$ cat src/rtl/accel_host_loader_if.sv
// accel_host_loader_if: host command stream in, status/readback stream out
interface accel_host_loader_if;
    logic [31:0] in_data;
    logic        in_valid;
    logic        in_ready;
    logic [31:0] out_data;
    logic        out_valid;
    logic        out_ready;
    modport master (output in_data, in_valid, out_ready, input in_ready, out_data, out_valid);
    modport slave  (input in_data, in_valid, out_ready, output in_ready, out_data, out_valid);
endinterface

$ cat src/rtl/accel_host_loader.sv
// accel_host_loader: host command front end loading imem/dmem, running the core and streaming dmem back
module accel_host_loader #(
    parameter int NUM_SIZE         = 16,
    parameter int NUM_INSTRUCTIONS = 16,
    parameter int WORDS_IN_MEMORY  = 32,
    parameter int MAX_RUN_CYCLES   = 1024,
    localparam int IA = $clog2(NUM_INSTRUCTIONS),
    localparam int DA = $clog2(WORDS_IN_MEMORY),
    localparam int AW = IA > DA ? IA : DA,
    localparam int CW = $clog2(MAX_RUN_CYCLES)
) (
    input  logic                clk,
    input  logic                rst,
    accel_host_loader_if.slave  host,
    output logic                instr_we,
    output logic [IA-1:0]       instr_addr,
    output logic [31:0]         instr_wdata,
    output logic                mem_we,
    output logic [DA-1:0]       mem_addr,
    output logic [NUM_SIZE-1:0] mem_wdata,
    input  logic [NUM_SIZE-1:0] mem_rdata,
    output logic                accel_run,
    input  logic                accel_halted,
    output logic                busy,
    output logic                cmd_err
);
    typedef enum logic [2:0] {IDLE, LD_INSTR, LD_DATA, RUN, RD_ADDR, RD_WAIT, RD_OUT, STATUS} state_t;
    state_t        state_q, state_d;
    logic [AW-1:0] addr_q, addr_d;
    logic [7:0]    count_q, count_d;
    logic [CW-1:0] cnt_q, cnt_d;
    logic [31:0]   out_data_q, out_data_d;
    logic          cmd_err_q, cmd_err_d;

    always_ff @(posedge clk) begin
        if (rst) begin
            state_q    <= IDLE;
            addr_q     <= '0;
            count_q    <= '0;
            cnt_q      <= '0;
            out_data_q <= '0;
            cmd_err_q  <= 1'b0;
        end else begin
            state_q    <= state_d;
            addr_q     <= addr_d;
            count_q    <= count_d;
            cnt_q      <= cnt_d;
            out_data_q <= out_data_d;
            cmd_err_q  <= cmd_err_d;
        end
    end

    always_comb begin
        state_d    = state_q;
        addr_d     = addr_q;
        count_d    = count_q;
        cnt_d      = cnt_q;
        out_data_d = out_data_q;
        cmd_err_d  = cmd_err_q;
        case (state_q)
            IDLE: if (host.in_valid) begin
                addr_d  = host.in_data[8 +: AW];
                count_d = host.in_data[7:0];
                cnt_d   = '0;
                case (host.in_data[31:28])
                    4'd1:    state_d = host.in_data[7:0] != 8'd0 ? LD_INSTR : IDLE;
                    4'd2:    state_d = host.in_data[7:0] != 8'd0 ? LD_DATA : IDLE;
                    4'd3:    state_d = RUN;
                    4'd4:    state_d = host.in_data[7:0] != 8'd0 ? RD_ADDR : IDLE;
                    default: cmd_err_d = 1'b1;
                endcase
            end
            LD_INSTR, LD_DATA: if (host.in_valid) begin
                addr_d  = addr_q + 1'b1;
                count_d = count_q - 1'b1;
                state_d = count_q == 8'd1 ? IDLE : state_q;
            end
            RUN: begin
                cnt_d = cnt_q + 1'b1;
                // halt has priority: the timeout flag only reports a core that never halted
                if (accel_halted || cnt_q == CW'(MAX_RUN_CYCLES - 1)) begin
                    state_d    = STATUS;
                    out_data_d = {4'h3, 11'b0, ~accel_halted, 16'(cnt_q)};
                end
            end
            RD_ADDR: state_d = RD_WAIT;
            RD_WAIT: begin
                state_d    = RD_OUT;
                out_data_d = {4'h4, 12'b0, 16'(mem_rdata)};
            end
            RD_OUT: if (host.out_ready) begin
                addr_d  = addr_q + 1'b1;
                count_d = count_q - 1'b1;
                state_d = count_q == 8'd1 ? IDLE : RD_ADDR;
            end
            STATUS: state_d = host.out_ready ? IDLE : STATUS;
            default: state_d = IDLE;
        endcase
    end

    assign host.in_ready  = state_q inside {IDLE, LD_INSTR, LD_DATA};
    assign host.out_valid = state_q inside {RD_OUT, STATUS};
    assign host.out_data  = out_data_q;
    assign instr_we       = state_q == LD_INSTR && host.in_valid;
    assign mem_we         = state_q == LD_DATA && host.in_valid;
    assign instr_addr     = addr_q[IA-1:0];
    assign mem_addr       = addr_q[DA-1:0];
    assign instr_wdata    = host.in_data;
    assign mem_wdata      = host.in_data[NUM_SIZE-1:0];
    assign accel_run      = state_q == RUN;
    assign busy           = state_q != IDLE;
    assign cmd_err        = cmd_err_q;
endmodule
$ cat src/flat_wrapper.sv
// flat-port wrapper written by rule: the top's interface ports become plain ports
module accel_host_loader_flat 
#(
    parameter int NUM_SIZE         = 16,
    parameter int NUM_INSTRUCTIONS = 16,
    parameter int WORDS_IN_MEMORY  = 32,
    parameter int MAX_RUN_CYCLES   = 1024,
    localparam int IA = $clog2(NUM_INSTRUCTIONS),
    localparam int DA = $clog2(WORDS_IN_MEMORY),
    localparam int AW = IA > DA ? IA : DA,
    localparam int CW = $clog2(MAX_RUN_CYCLES)
)
  (clk, rst, instr_we, instr_addr, instr_wdata, mem_we, mem_addr, mem_wdata, mem_rdata, accel_run, accel_halted, busy, cmd_err, host_in_data, host_in_valid, host_out_ready, host_in_ready, host_out_data, host_out_valid);
  accel_host_loader_if host_i ();
  input  logic clk;
  input  logic rst;
  output logic instr_we;
  output logic [IA-1:0] instr_addr;
  output logic [31:0] instr_wdata;
  output logic mem_we;
  output logic [DA-1:0] mem_addr;
  output logic [NUM_SIZE-1:0] mem_wdata;
  input  logic [NUM_SIZE-1:0] mem_rdata;
  output logic accel_run;
  input  logic accel_halted;
  output logic busy;
  output logic cmd_err;
  input wire logic [$bits(host_i.in_data)-1:0] host_in_data;
  input wire logic [$bits(host_i.in_valid)-1:0] host_in_valid;
  input wire logic [$bits(host_i.out_ready)-1:0] host_out_ready;
  output wire logic [$bits(host_i.in_ready)-1:0] host_in_ready;
  output wire logic [$bits(host_i.out_data)-1:0] host_out_data;
  output wire logic [$bits(host_i.out_valid)-1:0] host_out_valid;
  assign host_i.in_data = host_in_data;
  assign host_i.in_valid = host_in_valid;
  assign host_i.out_ready = host_out_ready;
  assign host_in_ready = host_i.in_ready;
  assign host_out_data = host_i.out_data;
  assign host_out_valid = host_i.out_valid;
  accel_host_loader #(.NUM_SIZE(NUM_SIZE), .NUM_INSTRUCTIONS(NUM_INSTRUCTIONS), .WORDS_IN_MEMORY(WORDS_IN_MEMORY), .MAX_RUN_CYCLES(MAX_RUN_CYCLES)) u_core (.clk(clk), .rst(rst), .host(host_i), .instr_we(instr_we), .instr_addr(instr_addr), .instr_wdata(instr_wdata), .mem_we(mem_we), .mem_addr(mem_addr), .mem_wdata(mem_wdata), .mem_rdata(mem_rdata), .accel_run(accel_run), .accel_halted(accel_halted), .busy(busy), .cmd_err(cmd_err));
endmodule
$ cat config.mk
export PLATFORM = sky130hd
export DESIGN_NAME = accel_host_loader_flat
export DESIGN_NICKNAME = d
export VERILOG_FILES = /design/src/rtl/accel_host_loader_if.sv /design/src/rtl/accel_host_loader.sv /design/src/flat_wrapper.sv
export SDC_FILE = /design/constraint.sdc
export NUM_CORES = 1
export LEC_CHECK = 0
export ABC_AREA = 0
export BUFFER_PORTS_ARGS = -buffer_cell sky130_fd_sc_hd__buf_2
export CORE_MARGIN = 2
export CORE_UTILIZATION = 43
export CTS_BUF_LIST = sky130_fd_sc_hd__clkbuf_4
export CTS_CLUSTER_DIAMETER = 150
export DETAILED_ROUTE_END_ITERATION = 16
export PLACE_DENSITY = 0.84
export SYNTH_ARGS = -nofsm -noshare
export SYNTH_HDL_FRONTEND = slang
export SYNTH_SLANG_ARGS = --single-unit
$ cat constraint.sdc
create_clock -name clk -period 2 [get_ports clk]
set_input_delay 0.1 -clock clk [delete_from_list [all_inputs] [get_ports clk]]
set_output_delay 0.1 -clock clk [all_outputs]
set_load 0.05 [all_outputs]
# Word-level counts from Yosys, hierarchy flattened
# Cells that the tools add are included.
[op_classes]
muxes = 24
reduce_logical = 18
div = 0
shift = 0
n_eq_ne = 19
order_cmp = 0
mul = 0
n_bitwise = 2
add_sub_neg = 3
[op_table]
columns = ["operator", "count"]
rows = [
  ["$pmux W32 S2", 1],
  ["$mux W32", 1],
  ["$mux W3", 8],
  ["$mux W8", 3],
  ["$pmux W8 S3", 1],
  ["$pmux W3 S7", 1],
  ["$pmux W10 S2", 1],
  ["$mux W5", 3],
  ["$pmux W5 S3", 1],
  ["$eq A3 B3 Y1 const B", 4],
  ["$pmux W3 S4", 1],
  ["$add A10 B1 Y10 const B", 1],
  ["$eq A10 B10 Y1 const B", 1],
  ["$mux W10", 1],
  ["$reduce_bool A3 Y1", 3],
  ["$eq A4 B2 Y1 const B", 2],
  ["$eq A8 B1 Y1 const B", 1],
  ["$reduce_bool A8 Y1", 1],
  ["$sub A8 B1 Y8 const B", 1],
  ["$eq A3 B2 Y1 const B", 2],
  ["$ne A2 B2 Y1 const B", 3],
  ["$reduce_and A6 Y1", 1],
  ["$reduce_bool A2 Y1", 3],
  ["$add A5 B1 Y5 const B", 1],
  ["other kinds (16)", 20],
]
[word_totals]
wordCells = 72
rom_bits = 0
output_inout_bits = 96
memories = 0
mem_bits_rw = 0
register_bits = 59
latchBits = 0

# Logic depth before layout (Yosys ltp)
# Gate-level depths: netlist of the first run.
[logic_depth]
depth_word = 5
mapped_depth = 8
depth_no_buf = 7

# Worst setup path after synthesis of the first run
# Ideal clock, no wire load.
[synth_timing]
kind = "register to register"
startpoint = "register u_core.state_q[2]"
endpoint = "register u_core.count_q[5]"
required_ns = 1.872
stages_incl_launch_ff = 8
setup_slack_ns = -0.288
synth_period_minus_slack_ns = 2.288
arrival_time_ns = 2.161
path_buffers = 2
cell_sequence = "dfxtp_1 > buf_6 > a21oi_1 > a22o_1 > clkbuf_1 > o21ai_0 > a22oi_1 > nor2_1"
[synth_via]
elab_chain_len = 4
elab_cells_between_ends = 11
cone_classes = "6 x eq/ne; 1 x mux; 4 x reduce/logical"
[synth_lines]
columns = ["element", "line", "source"]
rows = [
  ["start, declared", "accel_host_loader.sv:28", "state_t state_q, state_d;"],
  ["start signal, assigned", "accel_host_loader.sv:44", "state_q <= state_d;"],
  ["$eq A3 B2 Y1 or $eq A3 B1 Y1 (tied branches)", "accel_host_loader.sv:60", "case (state_q)"],
  ["$reduce_or A2 Y1", "accel_host_loader.sv:60", ""],
  ["$ne A2 B2 Y1 (no source line) or $reduce_bool A3 Y1 (tied branches)", "n/a", ""],
  ["$reduce_and A4 Y1 (no source line)", "n/a", ""],
  ["end signal, assigned", "accel_host_loader.sv:46", "count_q <= count_d;"],
  ["end, declared", "accel_host_loader.sv:30", "logic [7:0] count_q, count_d;"],
]
# Parallel ways exist; a longest one is shown, timed or not.
# A chain may end at the register's enable or synchronous reset.

# Worst setup path in the final report of the first run
[layout_timing]
startpoint = "register u_core.cnt_q[1]"
endpoint = "register u_core.state_q[1]"
[layout_via]
elab_chain_len = 4
[layout_lines]
columns = ["element", "line", "source"]
rows = [
  ["start, declared", "accel_host_loader.sv:31", "logic [CW-1:0] cnt_q, cnt_d;"],
  ["start signal, assigned", "accel_host_loader.sv:47", "cnt_q <= cnt_d;"],
  ["$eq A10 B10 Y1", "accel_host_loader.sv:81", "if (accel_halted || cnt_q == CW'(MAX_RUN_CYCLES - 1)) begin"],
  ["$logic_or A1 B1 Y1", "accel_host_loader.sv:81", ""],
  ["$ne A2 B1 Y1 (no source line)", "n/a", ""],
  ["$reduce_and A6 Y1 (no source line)", "n/a", ""],
]
# Every way passes these cells.

==> metrics.txt, run 1 <==
status complete, no violations; Max Cap Viol 0; CTS Buf Count 5; H-Tree Depth 2; combinational power share approximately 44%; Root Driver clkbuf_4; pre-CTS WS around 2.4 ps; crit path time final 1970 ps; measured slew at the worst slew-check pin roughly 840 ps; Worst Path Arrival 2250 ps; most common cell in the synthesized netlist buf_4; Area Growth Syn to Fin 16.2%; syn avg cell area 7.66 µm²; WHS Endpoint u_core.host.out_data[5]$_SDFFE_PP0P_; ANT cells 0; IO Port Bufs about 100; critical-path cell list ha_4, nand3_2, o41a_1, a2111oi_4, nor2_1, a211oi_1; WL per Instance 12.9 µm; reg2reg end u_core.state_q[1]$_SDFFE_PP0P_; headroom to the max-slew limit a little over two fifths; Max Buffers Root-to-Sink 2; number of fill cells between 600 and 700; DRT Wirelength ~7000 µm; Distinct cells, synth 51; chip width 87.6 µm; hold crit path type primary input to flop; sequential element share of the synthesized area 30.7%; setup ws final just over 30 ps; Min-Delay Path Depth 3; top_reg_cell synth dfxtp_1; Synth Area in Compound Gates 23.3%; initial drt markers ~200; latest clock arrival within the worst-skew pair 380 ps; part of the power in registers 38.8%; Clk pwr share 17.1%; largest family of logic cells by synthesized area compound AO/OA/AOI/OAI gates; final setup vio count 0; worst vdd ir ~520 µV; Die Y between 80 and 90 µm; Buf/Inv on CP 0; Register-to-Register Setup Slack 30 ps; share of layout cells above drive strength 1 between 30% and 40%; die footprint ~7700 µm²; initial antenna violation count 0; Core Rows 30; Cell Pwr Density ~800 nW/µm²; FFs w/ async S/R, synth 0%; final hold vios 0; RSZ-0062 raised after global routing yes; simple-gate share of the synthesized area 21.8%; placer congestion estimate approximately 0.84; CTS sink count 46; Hold Startpoint mem_rdata[5]; core box area 6790 µm²; Initial Util around 44%; Reg2Reg Depth 6; CTS clock-pin slew for the worst setup and hold paths about 160 ps; Post-Layout Inst Area 3490 µm²; Vias approximately 2,900; number of synthesized flops with an enable pin 0; leading area contributor after synthesis dfxtp_1; mux contribution to synthesized area ~1.1%; Crit path largest cell delay approximately 490 ps; #FFs+latches synth 46; Final Max Slew Viols 0; first-pass GRT wire length ~11,000 µm; first-pass detailed-route iteration total 4; critical path type flop to flop; sw frac around 44%; Total GRT Usage around 18%; Synth top cells by count buf_4 (66), dfxtp_1 (46), a21oi_1 (39); FF-to-FF Start u_core.cnt_q[1]$_SDFFE_PP0P_; largest net degree at the start of global routing 47; Net Sw Power 1.22 mW; Int Power 1.53 mW; part of the cycle the worst path needs 98.5%; cell count after synthesis just under 400; Pleak between 1 and 1.5 nW; vias in the first global route around 2,500; Crit Path Max Fanout 5; clock skew 25.0 ps; Slowest cell on crit path o41a_1; Max Fclk slightly above 500 MHz; Yosys warning count 0; Synth area leaders dfxtp_1 (31%), buf_4 (17%), a21oi_1 (6.5%); worst path required time 2280 ps; DRC viols 0; area share of the largest cell type after synthesis 30.7%; Area after DPL around 3200 µm²; post-synthesis xor/xnor area fraction 0.292%; Nets 519; Post-Synth Adder-Cell Area under 10%; Startpoint Class flop; post-DP HPWL around 5000 µm; CTS tree done; Setup TNS 0 ps; cell family with most CP delay compound AO/OA/AOI/OAI gates; mapped cell area 3000 µm²; Setup crit end kind flop; antenna viol nets, final 0; Ports 149; Via density between 5 and 6; final global-route overflow total 0; Pwr Total around 2.7 mW
==> power groups by stage <==
stage,logic (mW),clock network [mW],registers [mW]
after CTS,1.20,0.484,1.06
after global placement,1.15,0,1.07
after detailed placement,1.17,0,1.08
final,1.21,0.470,1.06
after floorplan,1.02,0,1.12
after global routing,1.32,0.519,1.08
==> worst max-delay path by stage <==
| stage | from | end | slack [ps] | depth (start not counted) |
|---|---|---|---|---|
| floorplan | u_core.state_q[1]$_SDFFE_PP0P_ | u_core.count_q[5]$_SDFFE_PP0P_ | 80 | 7 |
| global placement | u_core.cnt_q[1]$_SDFFE_PP0P_ | u_core.state_q[0]$_SDFFE_PP0P_ | 100 | 6 |
| detailed placement | u_core.cnt_q[1]$_SDFFE_PP0P_ | u_core.state_q[0]$_SDFFE_PP0P_ | 2 | 6 |
| CTS | u_core.cnt_q[1]$_SDFFE_PP0P_ | u_core.host.out_data[0]$_SDFFE_PP0P_ | 30 | 6 |
| global route | u_core.cnt_q[1]$_SDFFE_PP0P_ | u_core.state_q[1]$_SDFFE_PP0P_ | -90 | 6 |
| finish | u_core.cnt_q[1]$_SDFFE_PP0P_ | u_core.state_q[1]$_SDFFE_PP0P_ | 30 | 6 |
==> worst reg2reg max path: cells and delay by family, from the launching register on <==
family	cells	cell delay, ps
AO/OA/AOI/OAI	3	1180
flip-flops	1	400
AND/OR/NAND/NOR	2	160
adder cells (fa/ha/maj)	1	150
==> stage by stage <==
| stage | utilization [%] | hold WS (ps) | cells |
|---|---|---|---|
| after floorplan | - | 236 | 403 |
| after global placement | 47.6 | 200 | 535 |
| after detailed placement | 47.6 | 200 | 535 |
| after CTS | 50.3 | 0.774 | 555 |
| after global routing | 51.3 | 12.4 | 559 |
| final | 51.3 | 11.3 | 559 |
==> kinds of logic (layout without fill, tap and decap cells) <==
family                   after synthesis  in the layout
AO/OA/AOI/OAI                        107            107
adder cells (fa/ha/maj)                4              4
multiplexers                           3              3
buffers and inverters                 96            155
other                                  1             12
XOR/XNOR                               1              1
AND/OR/NAND/NOR                      134            135
flip-flops                            46             46
==> metal layers <==
layer,track usage [%],share of wire [%]
met5,0,0
met3,2.64,7.0
met1,23.7,42
met2,30.0,49
met4,6.29,1.1
==> cell usage in the layout (no fill, tap or decap), types with 4 or more instances in the layout <==
cell type,n
dlygate4sd3_1,12
nand2b_1,5
nor3_1,10
clkbuf_4,5
buf_4,22
a311oi_1,4
a21o_1,5
conb_1,12
or3_1,6
a22oi_1,5
inv_1,10
dfxtp_1,41
a211oi_1,17
nand3b_1,5
a21oi_1,38
nand3_1,15
nand2_1,34
nor2_1,38
a31oi_1,4
dfxtp_2,4
buf_2,103
o21ai_0,16
==> timing repair <==
| action | in CTS | in global routing |
|---|---|---|
| pin swaps | 1 | 6 |
| buffers inserted | 0 | 3 |
| cloned | 0 | 1 |
| endpoints found under the hold margin | 12 | 0 |
| endpoints found under the setup margin | 1 | 33 |
| gates resized for setup | 1 | 12 |
| hold buffers | 12 | 0 |
==> state kept, by name (all words and copies together), names as in the netlist <==
signal and count:
u_core.cmd_err 1, u_core.cnt_q 10, u_core.state_q 3, u_core.count_q 8
u_core.mem_addr 5, u_core.host.out_data 19
==> cell type report <==
type                       count  area (µm²)  share of cell area, %
inverter                      10        37.5                   1.08
timing repair buffer         137         801                   23.0
clock inverter                 3        23.8                  0.681
sequential                    46         930                   26.6
multi-input combinational    262        1540                   44.1
clock buffer                   5        37.5                   1.08
tap                           96         120                   3.44
(Power assumes the default switching activity.)
==> inputs of run 2 (changes only) <==
--- a/config.mk
+++ b/config.mk
@@ -12,7 +12,8 @@
 export CTS_BUF_LIST = sky130_fd_sc_hd__clkbuf_4
 export CTS_CLUSTER_DIAMETER = 150
 export DETAILED_ROUTE_END_ITERATION = 16
-export PLACE_DENSITY = 0.84
+export PLACE_DENSITY = 0.79
+export SLEW_MARGIN = 20
 export SYNTH_ARGS = -nofsm -noshare
 export SYNTH_HDL_FRONTEND = slang
 export SYNTH_SLANG_ARGS = --single-unit
==> metrics.txt, run 2 (synthesis gave the netlist of run 1 again) <==
Final Core Density 51.9% (+0.59 points); most frequent cells in the layout buf_2 (103), dfxtp_1 (43), a21oi_1 (38), nor2_1 (38), nand2_1 (34); Max Cap Viol 0 (unchanged); post-DP HPWL 4980 µm (-0.76%); cell family with most CP delay compound AO/OA/AOI/OAI gates; final hold vios 0 (unchanged); Post-Layout Inst Area 3530 µm² (+1.1%); headroom to the max-slew limit 43.0% (-0.82 points); placer congestion estimate 0.878 (+4.5%); Max Fclk 526 MHz (+3.6%); worst vdd ir 423 µV (-18%); share of layout cells above drive strength 1 31.6% (-1.2 points); critical-path cell list ha_4, nand3_1, o41a_1, a2111oi_4, nor2_1, a311oi_1; WHS Endpoint u_core.host.out_data[2]$_SDFFE_PP0P_; first-pass detailed-route iteration total 5 (+1); Total GRT Usage 17.9% (-0.075 points); pre-CTS WS 28.7 ps (+26.3 ps); antenna viol nets, final 0 (unchanged); chip width 87.6 µm (unchanged); Slowest cell on crit path o41a_1; CTS Buf Count 5 (unchanged); final setup vio count 0 (unchanged); Core Rows 30 (unchanged); initial antenna violation count 0 (unchanged); Pleak 1.52 nW (+2.0%); Layout Cells excl Fill 564 (+0.89%); DRT Wirelength 7150 µm (-0.76%); initial drt markers 177 (-13%); CTS clock-pin slew for the worst setup and hold paths 140 ps (-20 ps); measured slew at the worst slew-check pin 856 ps (+12.2 ps); setup ws final 99.4 ps (+68.7 ps); DRC viols 0 (unchanged); status complete, no violations; vias in the first global route 2,542 (+2.4%); ANT cells 0 (unchanged); CTS sink count 46 (unchanged); Min-Delay Path Depth 3 (unchanged); die footprint 7670 µm² (unchanged); Final Max Slew Viols 0 (unchanged); first-pass GRT wire length 11,200 µm (-0.61%); area of the multi-input gates 1510 µm² (-1.7%); Nets 524 (+0.96%); Clk pwr share 17.0% (about the same); clock skew 6.42 ps (-18.6 ps); Reg2Reg Depth 6 (unchanged); part of the power in registers 38.3% (-0.5 points); reg2reg end u_core.state_q[0]$_SDFFE_PP0P_; Post-Place Cells 538 (+0.56%); Via density 5.19 (-0.24%); core box area 6790 µm² (unchanged); max FFs per register 19 (unchanged); Int Power 1.56 mW (+2.0%); Max Buffers Root-to-Sink 2 (unchanged); Area after DPL 3270 µm² (+1.1%); sw frac 43.9% (-0.49 points); Setup TNS 0 ps (unchanged); FF-to-FF Start u_core.cnt_q[0]$_SDFFE_PP0P_; Crit path largest cell delay 460 ps (-30 ps); Startpoint Class flop; Crit Path Max Fanout 5 (unchanged); RSZ-0062 raised after global routing yes; Pwr Total 2.78 mW (+1.1%); final global-route overflow total 0 (unchanged); Cell Pwr Density 787 nW/µm² (about the same); Vias 2,925 (+0.65%); Root Driver clkbuf_4; Sequential Area 925 µm² (-0.54%); Initial Util 44.2% (unchanged); largest net degree at the start of global routing 47 (unchanged); hold crit path type primary input to flop; Register-to-Register Setup Slack 100 ps (+70 ps); Net Sw Power 1.22 mW (about the same); IO Port Bufs 103 (unchanged); number of fill cells 630 (-2.2%); latest clock arrival within the worst-skew pair 360 ps (-20 ps); WL per Instance 12.7 µm (-1.6%); critical path type flop to flop; Area Growth Syn to Fin 17.5%; Setup crit end kind flop; Hold Startpoint mem_rdata[2]; Die Y 87.6 µm (unchanged); part of the cycle the worst path needs 95.0% (-3.4 points); WHS 24.7 ps (+13.5 ps); combinational power share 44.7% (+0.6 points); commonest non-fill, non-tap cell in the layout buf_2; crit path time final 1900 ps (-68.7 ps); H-Tree Depth 2 (unchanged); worst path required time 2280 ps (about the same); Buf/Inv on CP 0 (unchanged); Worst Path Arrival 2180 ps (-70 ps); CTS tree done; Ports 149 (unchanged)
[run 2: cell type report]
class | instances | area share (%)
repair buffers | 143 | 24.7
flip-flops and latches | 46 | 26.2
clock inverters | 3 | 0.709
clock buffers | 5 | 1.06
inverters | 10 | 1.06
multi-input cells | 261 | 42.9
well taps | 96 | 3.40
[run 2: how the worst max path moves through the flow]
stage                                         startpoint                             end  slack, ps  cells past startpoint
after global placement      u_core.cnt_q[1]$_SDFFE_PP0P_  u_core.state_q[0]$_SDFFE_PP0P_        100                      6
after CTS                   u_core.cnt_q[1]$_SDFFE_PP0P_  u_core.state_q[0]$_SDFFE_PP0P_         30                      6
after floorplan           u_core.state_q[1]$_SDFFE_PP0P_  u_core.count_q[5]$_SDFFE_PP0P_         80                      7
after global routing        u_core.cnt_q[0]$_SDFFE_PP0P_  u_core.state_q[0]$_SDFFE_PP0P_        -20                      6
final                       u_core.cnt_q[0]$_SDFFE_PP0P_  u_core.state_q[0]$_SDFFE_PP0P_        100                      6
after detailed placement    u_core.cnt_q[1]$_SDFFE_PP0P_  u_core.state_q[0]$_SDFFE_PP0P_         30                      6
[run 2: power by group through the flow]
stage | logic [mW] | registers (mW) | clock network [mW]
6_report | 1.24 | 1.06 | 0.471
5_1_grt | 1.33 | 1.08 | 0.521
4_1_cts | 1.24 | 1.06 | 0.487
3_5_place_dp | 1.21 | 1.08 | 0
3_3_place_gp | 1.19 | 1.08 | 0
2_1_floorplan | 1.02 | 1.12 | 0
[run 2: timing repair]
action	CTS	global route
hold endpoints to repair	17	0
pin swaps	1	5
resized for setup	1	5
setup endpoints to repair	1	4
gates cloned	0	0
setup buffers	0	1
hold buffers	17	0
[run 2: worst min-delay path: cells and delay by family]
| kind | cells | cell delay [ps] |
|---|---|---|
| buffers and inverters | 1 | 100 |
| and+or+nand+nor | 1 | 100 |
| AOI/OAI and AO/OA | 1 | 50 |
[run 2: metal layers]
metal  GRT usage, %  up-vias  share of wire (%)
met4           7.55        0                2.2
li1               -     1463                  -
met1           21.6     1356                 43
met2           31.3       96                 50
met5              0        -                  0
met3           2.92       10                4.8
